==> config.mk <==
export PLATFORM = sky130hd
export DESIGN_NAME = sram_burst_io_ctrl
export DESIGN_NICKNAME = d
export VERILOG_FILES = /design/src/rtl/sram_burst_io_ctrl.sv
export SDC_FILE = /design/constraint.sdc
export NUM_CORES = 1
export LEC_CHECK = 0
export ABC_AREA = 1
export BUFFER_PORTS_ARGS = -buffer_cell sky130_fd_sc_hd__buf_2
export CAP_MARGIN = 15
export CORE_MARGIN = 1.5
export CORE_UTILIZATION = 40
export CTS_CLUSTER_SIZE = 8
export DETAILED_ROUTE_END_ITERATION = 8
export HOLD_SLACK_MARGIN = 0.1
export MAX_ROUTING_LAYER = met4
export PLACE_DENSITY = 0.67
export SYNTH_ARGS = -nofsm -noshare
export SYNTH_HDL_FRONTEND = slang
export SYNTH_SLANG_ARGS = --single-unit
==> constraint.sdc <==
create_clock -name i_clk -period 1.75 [get_ports i_clk]
set_input_delay 0.35 -clock i_clk [delete_from_list [all_inputs] [get_ports i_clk]]
set_output_delay 0.35 -clock i_clk [all_outputs]
set_load 0.02 [all_outputs]
==> src/rtl/sram_burst_io_ctrl.sv <==
// sram_burst_io_ctrl
//   Serial host interface to a synchronous single-port SRAM macro. The host shifts an
//   {address, data} frame (or the data field alone) into reg_bits LSB first, then commands
//   single read or write cycles through a BGN/RDY handshake. The address can post-increment
//   after each access, and the SRAM read latency is configurable.
//
// Optional build macro: SRAM_IO_PARITY_EN
//   Frame shifts (mode 00) carry one extra trailing even-parity bit, a mismatch raises
//   o_perr, and a write launched while o_perr is set performs no SRAM cycle.
//
// Ports
//   i_clk      system clock, rising edge
//   i_rst_n    asynchronous active-low reset
//   i_bgn      operation request (level), held until o_rdy is seen
//   i_load_n   active-low launch strobe, qualified by i_bgn
//   i_ctrl     00 frame shift, 01 SRAM read, 10 data-only shift, 11 SRAM write
//   i_auto_inc post-increment the address after a read/write
//   i_si       serial data in, LSB first
//   i_pi       SRAM read data
//   o_rdy      operation complete
//   o_so       serial data out (reg_bits[0])
//   o_d_we     SRAM write enable, active low
//   o_cen      SRAM chip enable, active low
//   o_a        SRAM address (upper field of reg_bits)
//   o_po       SRAM write data (lower field of reg_bits)
//   o_perr     parity error flag (SRAM_IO_PARITY_EN builds only)
module sram_burst_io_ctrl #(
  parameter int unsigned DATA_WIDTH     = 8,
  parameter int unsigned ADDR_WIDTH     = 9,
  parameter int unsigned READ_LATENCY   = 1,
  parameter int unsigned REG_BITS_WIDTH = ADDR_WIDTH + DATA_WIDTH
) (
  input  logic                  i_clk,
  input  logic                  i_rst_n,
  input  logic                  i_bgn,
  input  logic                  i_load_n,
  input  logic [1:0]            i_ctrl,
  input  logic                  i_auto_inc,
  input  logic                  i_si,
  input  logic [DATA_WIDTH-1:0] i_pi,
  output logic                  o_rdy,
  output logic                  o_so,
  output logic                  o_d_we,
  output logic                  o_cen,
  output logic [ADDR_WIDTH-1:0] o_a,
  output logic [DATA_WIDTH-1:0] o_po
`ifdef SRAM_IO_PARITY_EN
  ,
  output logic                  o_perr
`endif
);

`ifdef SRAM_IO_PARITY_EN
  localparam int unsigned PAR_BITS = 1;
`else
  localparam int unsigned PAR_BITS = 0;
`endif

  localparam int unsigned CNT_W = $clog2(REG_BITS_WIDTH + 2);
  localparam logic [CNT_W-1:0] FRAME_LAST = CNT_W'(REG_BITS_WIDTH + PAR_BITS - 1);
  localparam logic [CNT_W-1:0] DATA_LAST  = CNT_W'(DATA_WIDTH - 1);
  localparam logic [CNT_W-1:0] WAIT_LAST  =
      CNT_W'((READ_LATENCY > 1) ? (READ_LATENCY - 2) : 0);

  localparam logic [1:0] MODE_FRAME = 2'b00;
  localparam logic [1:0] MODE_READ  = 2'b01;
  localparam logic [1:0] MODE_WRITE = 2'b11;

  typedef enum logic [2:0] {
    StIdle, StShift, StRdEn, StRdWait, StCap, StWr, StDone
  } state_e;

  state_e                    r_state, w_state_next;
  logic [REG_BITS_WIDTH-1:0] r_bits, w_bits_next;
  logic [CNT_W-1:0]          r_cnt, w_cnt_next;
  logic [1:0]                r_mode, w_mode_next;
  logic                      r_inc, w_inc_next;
  logic                      w_shift_last;
  logic                      w_frame_bit;
  logic                      w_bump;
`ifdef SRAM_IO_PARITY_EN
  logic                      r_par, w_par_next;
  logic                      r_perr, w_perr_next;
`endif

  always_ff @(posedge i_clk or negedge i_rst_n) begin
    if (!i_rst_n) begin
      r_state <= StIdle;
      r_bits  <= '0;
      r_cnt   <= '0;
      r_mode  <= MODE_FRAME;
      r_inc   <= 1'b0;
    end else begin
      r_state <= w_state_next;
      r_bits  <= w_bits_next;
      r_cnt   <= w_cnt_next;
      r_mode  <= w_mode_next;
      r_inc   <= w_inc_next;
    end
  end

`ifdef SRAM_IO_PARITY_EN
  always_ff @(posedge i_clk or negedge i_rst_n) begin
    if (!i_rst_n) begin
      r_par  <= 1'b0;
      r_perr <= 1'b0;
    end else begin
      r_par  <= w_par_next;
      r_perr <= w_perr_next;
    end
  end
`endif

  always_comb begin
    w_state_next = r_state;
    w_bits_next  = r_bits;
    w_cnt_next   = r_cnt;
    w_mode_next  = r_mode;
    w_inc_next   = r_inc;
    w_bump       = 1'b0;
`ifdef SRAM_IO_PARITY_EN
    w_par_next   = r_par;
    w_perr_next  = r_perr;
`endif
    w_shift_last = (r_mode == MODE_FRAME) ? (r_cnt == FRAME_LAST) : (r_cnt == DATA_LAST);
    // The trailing parity bit of a frame is checked, not stored.
    w_frame_bit  = !((PAR_BITS != 0) && w_shift_last);

    unique case (r_state)
      StIdle: begin
        if (i_bgn && !i_load_n) begin
          w_mode_next = i_ctrl;
          w_inc_next  = i_auto_inc;
          w_cnt_next  = '0;
`ifdef SRAM_IO_PARITY_EN
          w_par_next  = 1'b0;
          w_perr_next = 1'b0;
`endif
          unique case (i_ctrl)
            MODE_READ:  w_state_next = StRdEn;
`ifdef SRAM_IO_PARITY_EN
            // A write carrying a known-bad frame is suppressed entirely.
            MODE_WRITE: w_state_next = r_perr ? StDone : StWr;
`else
            MODE_WRITE: w_state_next = StWr;
`endif
            default:    w_state_next = StShift;
          endcase
        end
      end
      StShift: begin
        w_cnt_next = r_cnt + CNT_W'(1);
        if (r_mode == MODE_FRAME) begin
          if (w_frame_bit) begin
            w_bits_next = {i_si, r_bits[REG_BITS_WIDTH-1:1]};
          end
`ifdef SRAM_IO_PARITY_EN
          w_par_next = r_par ^ i_si;
          if (w_shift_last) begin
            w_perr_next = r_par ^ i_si;
          end
`endif
        end else begin
          w_bits_next[DATA_WIDTH-1:0] = {i_si, r_bits[DATA_WIDTH-1:1]};
        end
        if (w_shift_last) begin
          w_state_next = StDone;
        end
      end
      StRdEn: begin
        w_cnt_next   = '0;
        w_state_next = (READ_LATENCY > 1) ? StRdWait : StCap;
      end
      StRdWait: begin
        w_cnt_next = r_cnt + CNT_W'(1);
        if (r_cnt == WAIT_LAST) begin
          w_state_next = StCap;
        end
      end
      StCap: begin
        // Read data is valid here, READ_LATENCY edges after the SRAM sampled CEN low.
        w_bits_next[DATA_WIDTH-1:0] = i_pi;
        w_bump       = 1'b1;
        w_state_next = StDone;
      end
      StWr: begin
        w_bump       = 1'b1;
        w_state_next = StDone;
      end
      StDone: begin
        if (!i_bgn) begin
          w_state_next = StIdle;
        end
      end
      default: w_state_next = StIdle;
    endcase

    // Post-increment wraps naturally at 2^ADDR_WIDTH.
    if (w_bump && r_inc) begin
      w_bits_next[REG_BITS_WIDTH-1:DATA_WIDTH] =
          r_bits[REG_BITS_WIDTH-1:DATA_WIDTH] + ADDR_WIDTH'(1);
    end
  end

  assign o_rdy  = (r_state == StDone);
  assign o_so   = r_bits[0];
  assign o_cen  = !((r_state == StRdEn) || (r_state == StWr));
  assign o_d_we = !(r_state == StWr);
  assign o_a    = r_bits[REG_BITS_WIDTH-1:DATA_WIDTH];
  assign o_po   = r_bits[DATA_WIDTH-1:0];
`ifdef SRAM_IO_PARITY_EN
  assign o_perr = r_perr;
`endif

endmodule

==> results of run 1 <==
-- worst max-delay path, delay by kind of cell (launching register included) --
| family | cells | cell delay, ns |
|---|---|---|
| flip-flops | 1 | 0.46 |
| buffers and inverters | 2 | 0.35 |
| AND/OR/NAND/NOR | 2 | 0.22 |
-- path summary, 6_finish.rpt --
path	startpoint	endpoint	slack (ns)
max	r_state[1]	o_d_we	0.09
min	i_rst_n	r_state[1]	0.08
max reg2reg	r_bits[8]	r_bits[16]	0.31
min reg2reg	r_mode[0]	r_mode[0]	0.52
max in group asynchronous	i_rst_n	r_state[2]	1.22
min in group i_clk	i_pi[4]	r_bits[4]	0.30
-- flip-flops by register name (all words and copies together), names as in the netlist --
register  cells
r_state       3
r_cnt         5
r_mode        2
r_inc         1
r_bits       17
-- metal layers --
| metal | wire length, um | vias up | GRT usage, % |
|---|---|---|---|
| met4 | 37 | 0 | 3.92 |
| met2 | 1710 | 46 | 26.9 |
| li1 | - | 804 | - |
| met3 | 173 | 4 | 2.91 |
| met1 | 1950 | 708 | 23.9 |
| met5 | 0 | - | - |
-- placed cells by master, fill, tap and decap left out, types with 2 or more instances in the layout --
| cell | n |
|---|---|
| o22ai_1 | 4 |
| nor2_8 | 3 |
| clkbuf_8 | 3 |
| o211ai_1 | 4 |
| buf_2 | 36 |
| inv_1 | 25 |
| ha_1 | 3 |
| nand2_1 | 54 |
| nor2_2 | 3 |
| a21oi_1 | 7 |
| a31oi_1 | 3 |
| nand2_2 | 3 |
| nor2_4 | 3 |
| dfrtp_2 | 3 |
| xor2_1 | 3 |
| nor2_1 | 11 |
| o21ai_1 | 3 |
| nand3_1 | 19 |
| nand2_4 | 3 |
| o21ai_0 | 19 |
| inv_2 | 3 |
| nand4_1 | 7 |
| dfrtp_1 | 25 |
| nand3_2 | 2 |
-- per-stage QoR --
| stage | utilization [%] | total power (W) |
|---|---|---|
| detailed placement | 47.7 | 0.00328 |
| global placement | 47.7 | 0.00323 |
| floorplan | - | 0.00281 |
| global route | 49.6 | 0.00414 |
| finish | 49.6 | 0.00380 |
| CTS | 49.4 | 0.00381 |
-- cells by family after synthesis --
group	count (synthesis)	share of synthesized area [%]
simple gates	109	32.3
compound gates	43	13.9
buf+inv	36	9.88
xor+xnor	4	1.99
flops	28	39.8
fa+ha+maj	3	2.13
-- power breakdown --
group	internal [W]	leakage [nW]	total, W	switching, W
Clock	0.000307	0.0357	0.000524	0.000217
Combinational	0.000690	0.651	0.00203	0.00134
Sequential	0.000934	0.345	0.00125	0.000311
Total	0.00193	1.03	0.00380	0.00187
-- timing repair --
| action | 4_1_cts | 5_1_grt |
|---|---|---|
| resized for setup | 1 | 3 |
| setup endpoints to repair | 1 | 3 |
| cloned | 0 | 0 |
-- cell type report --
type                    instances  area share [%]
clock buffers                   3            2.02
multi-input cells             159            43.6
repair buffers                 37            9.19
flip-flops and latches         28            34.5
clock inverters                 1            1.47
well taps                      50            3.06
inverters                      31            6.13
==> qor.yml, run 1 <==
register_area_um2: 704
yosys_warnings: 0
cts_setup_buffers: 0
synth_area_um2: 1760
finalInstanceArea_um2: 2040
synth.most_common_cell: "nand2_1"
viasPerCell: 5.06
cts-root-buf: "clkbuf_8"
syn_avg_cell_area_um2: 7.89
gp_congestion: 0.906
synth.ff_latch_count: 28
nets: 279
async_reset_ff_share_pct: 100
grt_pass1_wl_um: 6710
ant_nets: 0
path_cells: "buf_4 > nor2_8 > nand2_1 > buf_2"
place_hpwl_um: 2920
fp-row-count: 23
grt_overflow: 0
placed_area_um2: 1960
whs_ns: 0.0801
start_kind: "register"
rsz0062_at_grt: "no"
cts_tree: "built"
hold_viol: 0
syn-instance-count: 223
rr_worst_depth: 8
synth_area_leaders: "dfrtp_1 40%, nand2_1 12%, nand3_1 5.7%"
grt_max_degree: 29
die_h_um: 69.3
fmax_mhz: 603
critical_path_arrival_ns: 1.31
routedWlPerCell_um: 12.5
clock_skew_ns: 0.00473
layout.cells.non_filler: 309
leakagePower_nw: 1.03
worst_slew_pin_slew_ns: 0.646
yosys-top-cells-count: "54 x nand2_1, 28 x dfrtp_1, 25 x inv_1"
cp-end-kind: "output port"
ys_types: 31
setup_viol: 0
die_width_um: 69.3
syn_nets: 242
post-place-ws_ns: 0.126
grtUsageTotal_pct: 17.3
diodes: 0
post-route-period-util_pct: 94.7
cts_sinks: 28
clkTransAtPathRegs_ns: 0.10
crit_required_ns: 1.40
area_growth_pct: 16.0
drv_slew: 0
crit_type: "register to output port"
wl_um: 3880
die_area_um2: 4810
drive_above_1_share_pct: 27.0
ioPinCount: 37
ys_seq_area_share_pct: 39.8
dr.pass1.iters: 4
synth_edf_count: 0
drc: 0
status: "finished, final reports clean"
cts_hold_buf: 0
yosysTopAreaCell: "dfrtp_1"
final.setup.tns_ns: 0
pwr_density_cell_nw_per_um2: 1860
antenna_found_initial: 0
coreArea_um2: 4120
cts.path.max_buffers: 2
cts_made_buffers: 3
netlist.area_leader.share_pct: 39.8
synth_ff_type: "dfrtp_1"
placed_cells: 305
vdd_ir_drop_max_mv: 0.733
fin_crit_ns: 1.66
critPathMaxFanout: 6
io_buffer_count: 36
cts-htree-levels: 1
drt_iter0_drc: 132
fill_cells: 419
initial_core_util_pct: 42.8
slowest_stage: "dfrtp_2"
relSlewSlack_pct: 57.0
num_vias: 1562
cpPeakStageDelay_ns: 0.46
min_path_type: "input pin to async pin"
drv_cap: 0
multiInputGateArea_um2: 891
clock_latency_ns: 0.28
setup_ws_ns: 0.0927
grt_pass1_vias: 1464
Power figures use the tool's default switching activity.
==> inputs of run 2 (changes only) <==
--- a/config.mk
+++ b/config.mk
@@ -10,6 +10,7 @@
 export CAP_MARGIN = 15
 export CORE_MARGIN = 1.5
 export CORE_UTILIZATION = 40
+export CTS_BUF_LIST = sky130_fd_sc_hd__clkbuf_2 sky130_fd_sc_hd__clkbuf_4 sky130_fd_sc_hd__clkbuf_8
 export CTS_CLUSTER_SIZE = 8
 export DETAILED_ROUTE_END_ITERATION = 8
 export HOLD_SLACK_MARGIN = 0.1
==> constraint.sdc (replaced) <==
create_clock -name i_clk -period 1.75 [get_ports i_clk]
set_input_delay 0.525 -clock i_clk [delete_from_list [all_inputs] [get_ports i_clk]]
set_output_delay 0.525 -clock i_clk [all_outputs]
set_load 0.02 [all_outputs]
==> run 2 against run 1 <==
Against the previous run: global-route usage grew 0.41 points; sequential power is essentially flat; count of clock-buffer cells in the layout unchanged; sequential share of layout area fell by 0.99 points; power rose by 2.2%; largest power group unchanged; setup slack worse by 0.060 ns; combinational power up 4%; cell count grew 1.9%; critical endpoint is now o_rdy; first-iteration DRC count up 6.1%; final area up 2.9%.
==> qor.yml, run 2 (synthesis results as in run 1) <==
status: "finished, final reports clean"
layout.cells.non_filler: 315  # +1.9%
reg_top3: "r_bits x17, r_cnt x5, r_state x3"
gp_congestion: 0.860  # -5.1%
crit_type: "register to output port"
cp-end-kind: "output port"
cts.path.max_buffers: 2  # unchanged
fmax_mhz: 582  # -3.5%
drv_slew: 0  # unchanged
initial_core_util_pct: 42.8  # unchanged
hold_viol: 0  # unchanged
drive_above_1_share_pct: 28.7  # +1.7 points
routedWlPerCell_um: 12.3  # -2.3%
nets: 285  # +2.2%
antenna_found_initial: 0  # unchanged
cts_made_buffers: 3  # unchanged
viasPerCell: 5.08  # +0.54%
num_vias: 1601  # +2.5%
ant_nets: 0  # unchanged
layout_common_cells: "54 x nand2_1, 35 x buf_2, 25 x inv_1, 25 x dfrtp_1, 20 x nand3_1"
clock_latency_ns: 0.29  # about the same
diodes: 0  # unchanged
finalInstanceArea_um2: 2100  # +2.9%
placed_cells: 308  # +0.98%
area_growth_pct: 19.4
cts-htree-levels: 1  # unchanged
coreArea_um2: 4120  # unchanged
finalPower_w: 0.00388  # +2.2%
grt_max_degree: 17  # -41%
io_buffer_count: 36  # unchanged
grt_pass1_wl_um: 6860  # +2.2%
die_h_um: 69.3  # unchanged
regMostFlops: "r_bits"
grt_overflow: 0  # unchanged
ioPinCount: 37  # unchanged
setup_viol: 0  # unchanged
fill_cells: 417  # -0.48%
drc: 0  # unchanged
dr.pass1.iters: 4  # unchanged
placed_area_um2: 2000  # +1.8%
pwr_density_cell_nw_per_um2: 1850  # -0.75%
whs_ns: 0.135  # +0.0552 ns
crit_required_ns: 1.22  # -0.18 ns
rsz0062_at_grt: "no"
grt_pass1_vias: 1517  # +3.6%
place_hpwl_um: 2940  # +0.88%
cts_sinks: 28  # unchanged
start_kind: "register"
post-route-period-util_pct: 98.1  # +3.4 points
drv_cap: 0  # unchanged
min_path_type: "input pin to async pin"
largest_register_ffs: 17  # unchanged
critPathMaxFanout: 4  # -2
relSlewSlack_pct: 75.4  # +18 points
grtUsageTotal_pct: 17.8  # +0.41 points
critical_path_arrival_ns: 1.19  # -0.12 ns
fp-row-count: 23  # unchanged
layout_commonest_cell: "nand2_1"
drt_iter0_drc: 140  # +6.1%
wl_um: 3860  # -0.36%
clock_skew_ns: 0.00359  # -0.00114 ns
clkTransAtPathRegs_ns: 0.10  # about the same
die_width_um: 69.3  # unchanged
worst_slew_pin_slew_ns: 0.369  # -0.277 ns
cts-root-buf: "clkbuf_8"
fin_crit_ns: 1.72  # +0.0603 ns
die_area_um2: 4810  # unchanged
vdd_ir_drop_max_mv: 0.855  # +17%
leakagePower_nw: 1.07  # +3.3%
cts_tree: "built"
## run 2: cell count changes in the layout (fill, tap and decap cells not counted)
cell     change
a22oi_2      +1
buf_12       +1
a22oi_1      -1
buf_2        -1
nand3_2      -1
buf_4        +6
nand3_1      +1
## run 2: report_power, final
group / internal (W) / switching [W] / leakage, nW
clock network: 0.000307 / 0.000224 / 0.0357
registers: 0.000934 / 0.000304 / 0.345
logic: 0.000762 / 0.00135 / 0.685
## run 2: stage by stage
| stage | setup slack (ns) | utilization, % | TNS (ns) |
|---|---|---|---|
| floorplan | 0.253 | - | 0 |
| global placement | 0.214 | 48.5 | 0 |
| detailed placement | 0.189 | 48.5 | 0 |
| CTS | -0.00515 | 50.8 | -0.00515 |
| global route | 0.00112 | 51.1 | 0 |
| finish | 0.0324 | 51.1 | 0 |
## run 2: path summary, 6_finish.rpt
kind                         endpoint  depth (start not counted)       start  slack [ns]
setup / recovery                o_rdy                          3  r_state[0]        0.03
hold / removal               r_cnt[0]                          1     i_rst_n        0.14
setup reg to reg           r_state[1]                          7  r_state[2]        0.30
hold reg to reg             r_mode[1]                          2   r_mode[1]        0.52
max in group asynchronous  r_state[1]                          2     i_rst_n        1.21
min in group i_clk          r_bits[4]                          3     i_pi[4]        0.46
## run 2: area by class of cell
cell class,instances,area [um2],share of cell area [%]
Tap cell,50,62.6,2.98
Inverter,31,125,5.95
Timing Repair Buffer,43,248,11.8
Sequential cell,28,704,33.5
Clock inverter,1,30.0,1.43
Multi-Input combinational cell,159,891,42.4
Clock buffer,3,41.3,1.96
## run 2: layer usage
metal | vias to the layer above | track usage, % | share of wire (%)
met1 | 738 | 23.7 | 49
met4 | 0 | 6.32 | 1.7
li1 | 813 | - | -
met2 | 45 | 27.8 | 45
met5 | - | - | 0
met3 | 5 | 2.18 | 4.3
## run 2: timing repair
action                                  CTS  global route
pin swaps                                 0             0
endpoints found under the setup margin    3             2
hold buffers                              0             0
setup buffers                             2             1
gates resized for setup                   4             1
## run 2: critical path, cell delays in order, from the launching register on
cell and delay, ns:
dfrtp_2 0.47, buf_4 0.16, nor2_2 0.11, buf_2 0.17
==> inputs of run 3 (changes only) <==
==> constraint.sdc (replaced) <==
create_clock -name i_clk -period 1.75 [get_ports i_clk]
set_input_delay 0.525 -clock i_clk [delete_from_list [all_inputs] [get_ports i_clk]]
set_output_delay 0.525 -clock i_clk [all_outputs]
set_load 0.05 [all_outputs]
==> run 3 against run 2 <==
Against the previous run: the run now ends with setup timing left; clock power shrank 34%; combinational power grew 26%; power grew 9.4%; clock skew is essentially flat; utilization shrank 0.43 points; critical path depth grew 1; setup slack lost 0.045 ns; cell count shrank 0.63%.
==> qor.yml, run 3 (synthesis results as in run 1) <==
status: "finished, violations left"
violations: "setup timing"
initial_core_util_pct: 42.8  # unchanged
worst_slew_pin_slew_ns: 0.428  # +0.0596 ns
start_kind: "register"
slowest_stage: "dfrtp_2"
cp-end-kind: "output port"
clock_latency_ns: 0.27  # -0.02 ns
swShare_pct: 55.9  # +7.5 points
routedWlPerCell_um: 12.3  # about the same
cts-htree-levels: 1  # unchanged
largest_register_ffs: 17  # unchanged
finalInstanceArea_um2: 2080  # -0.83%
grt_pass1_vias: 1434  # -5.5%
post-route-period-util_pct: 101  # +2.6 points
crit_buf_inv: 2  # unchanged
critPathMaxFanout: 5  # +1
setup_ws_ns: -0.0130  # -0.0454 ns
p_int_w: 0.00187  # -6.6%
cpPeakStageDelay_ns: 0.49  # +0.02 ns
r2r_end: "r_bits[7]"
drive_above_1_share_pct: 28.1  # -0.54 points
fin_util_pct: 50.7  # -0.43 points
cts_hold_buf: 0  # unchanged
grt_pass1_wl_um: 6620  # -3.4%
crit_required_ns: 1.22  # about the same
fmax_mhz: 567  # -2.6%
r2r_start: "r_state[0]"
reg_top3: "r_bits x17, r_cnt x5, r_state x3"
drv_cap: 0  # unchanged
area_growth_pct: 18.4
cts_made_buffers: 3  # unchanged
grtUsageTotal_pct: 16.9  # -0.83 points
grt_max_degree: 16  # -1
fin_crit_ns: 1.76  # +0.0454 ns
hold_viol: 0  # unchanged
clkTransAtPathRegs_ns: 0.10  # about the same
nets: 284  # -0.35%
drc: 0  # unchanged
place_hpwl_um: 3020  # +2.5%
layout_commonest_cell: "nand2_1"
ioPinCount: 37  # unchanged
rsz0062_at_grt: "yes"
die_area_um2: 4810  # unchanged
antenna_found_initial: 0  # unchanged
num_vias: 1618  # +1.1%
clock_skew_ns: 0.00361  # +0.0000228 ns
drv_slew: 0  # unchanged
setup_viol: 1  # +1
die_width_um: 69.3  # unchanged
leakagePower_nw: 1.05  # -1.2%
rrSetupSlack_ns: 0.13  # -0.17 ns
diodes: 0  # unchanged
relSlewSlack_pct: 71.4  # -4.1 points
fp-row-count: 23  # unchanged
p_clk_share_pct: 8.3  # -5.4 points
vdd_ir_drop_max_mv: 0.897  # +4.9%
regMostFlops: "r_bits"
crit_type: "register to output port"
die_h_um: 69.3  # unchanged
grt_overflow: 0  # unchanged
drt_iter0_drc: 180  # +29%
layout_common_cells: "54 x nand2_1, 33 x buf_2, 25 x inv_1, 25 x dfrtp_1, 20 x nand3_1"
rr_worst_depth: 6  # -1
cts.path.max_buffers: 2  # unchanged
placed_area_um2: 2000  # +0.25%
dr.pass1.iters: 4  # unchanged
io_buffer_count: 36  # unchanged
coreArea_um2: 4120  # unchanged
gp_congestion: 0.850  # -1.2%
pwr-share-seq_pct: 29.3  # -2.6 points
min_path_type: "input pin to async pin"
critical_path_arrival_ns: 1.24  # +0.05 ns
cts-root-buf: "clkbuf_8"
viasPerCell: 5.17  # +1.7%
cts_sinks: 28  # unchanged
cts_tree: "built"
ant_nets: 0  # unchanged
comb_power_share_pct: 62.5  # +8.1 points
path_cells: "inv_4 > nor2_8 > a22oi_2 > buf_6"
p_sw_w: 0.00237  # +26%
pwr_density_cell_nw_per_um2: 2040  # +10%
critical_path.top_delay_family: "flip-flops"
wl_um: 3840  # -0.70%
-- run 3: metal layers --
| layer | global-route usage (%) | vias to the layer above | wire length [um] |
|---|---|---|---|
| met2 | 26.0 | 53 | 1740 |
| met3 | 2.91 | 2 | 262 |
| met4 | 3.27 | 0 | 20 |
| li1 | - | 819 | - |
| met5 | - | - | 0 |
| met1 | 23.8 | 744 | 1820 |
-- run 3: power by group through the flow --
stage / Sequential [W] / Clock (W) / Combinational, W
2_1_floorplan: 0.00178 / 0 / 0.00155
3_3_place_gp: 0.00125 / 0 / 0.00255
3_5_place_dp: 0.00125 / 0 / 0.00259
4_1_cts: 0.00124 / 0.000361 / 0.00262
5_1_grt: 0.00128 / 0.000399 / 0.00289
6_report: 0.00124 / 0.000350 / 0.00265
-- run 3: worst reg2reg max path: cells and delay by family, from the launching register on --
kind | cells | cell delay, ns
flops | 1 | 0.49
simple gates | 2 | 0.38
compound gates | 1 | 0.17
buf+inv | 3 | 0.51
-- run 3: layout make-up --
| type | instances | area (um2) |
|---|---|---|
| inverters | 31 | 125 |
| well taps | 50 | 62.6 |
| fillers | 403 | 2030 |
| flip-flops and latches | 28 | 704 |
| multi-input cells | 159 | 891 |
| clock buffers | 3 | 41.3 |
| repair buffers | 42 | 260 |
-- run 3: how the worst max path moves through the flow --
stage,from,to,slack [ns],cells after the start
2_1_floorplan,r_bits[9],r_bits[16],0.13,8
3_3_place_gp,r_state[1],o_rdy,0.18,3
3_5_place_dp,r_state[0],o_cen,0.18,4
4_1_cts,r_state[0],o_cen,-0.01,4
5_1_grt,r_state[0],o_cen,-0.05,4
6_report,r_state[0],o_cen,-0.01,4
-- run 3: metrics by stage --
stage	setup WS [ns]	setup TNS, ns	power, W	hold slack (ns)	instances
3_5_place_dp	0.178	0	0.00383	0.464	308
6_report	-0.0130	-0.0130	0.00424	0.157	313
4_1_cts	-0.0112	-0.0112	0.00422	0.168	311
3_3_place_gp	0.183	0	0.00379	0.467	308
2_1_floorplan	0.127	0	0.00332	0.229	223
5_1_grt	-0.0469	-0.0495	0.00457	0.155	313
-- run 3: timing repair --
| item | in CTS | in global routing |
|---|---|---|
| pin swaps | 0 | 0 |
| setup buffers | 0 | 2 |
| endpoints found under the setup margin | 3 | 3 |
| gates resized for setup | 7 | 3 |
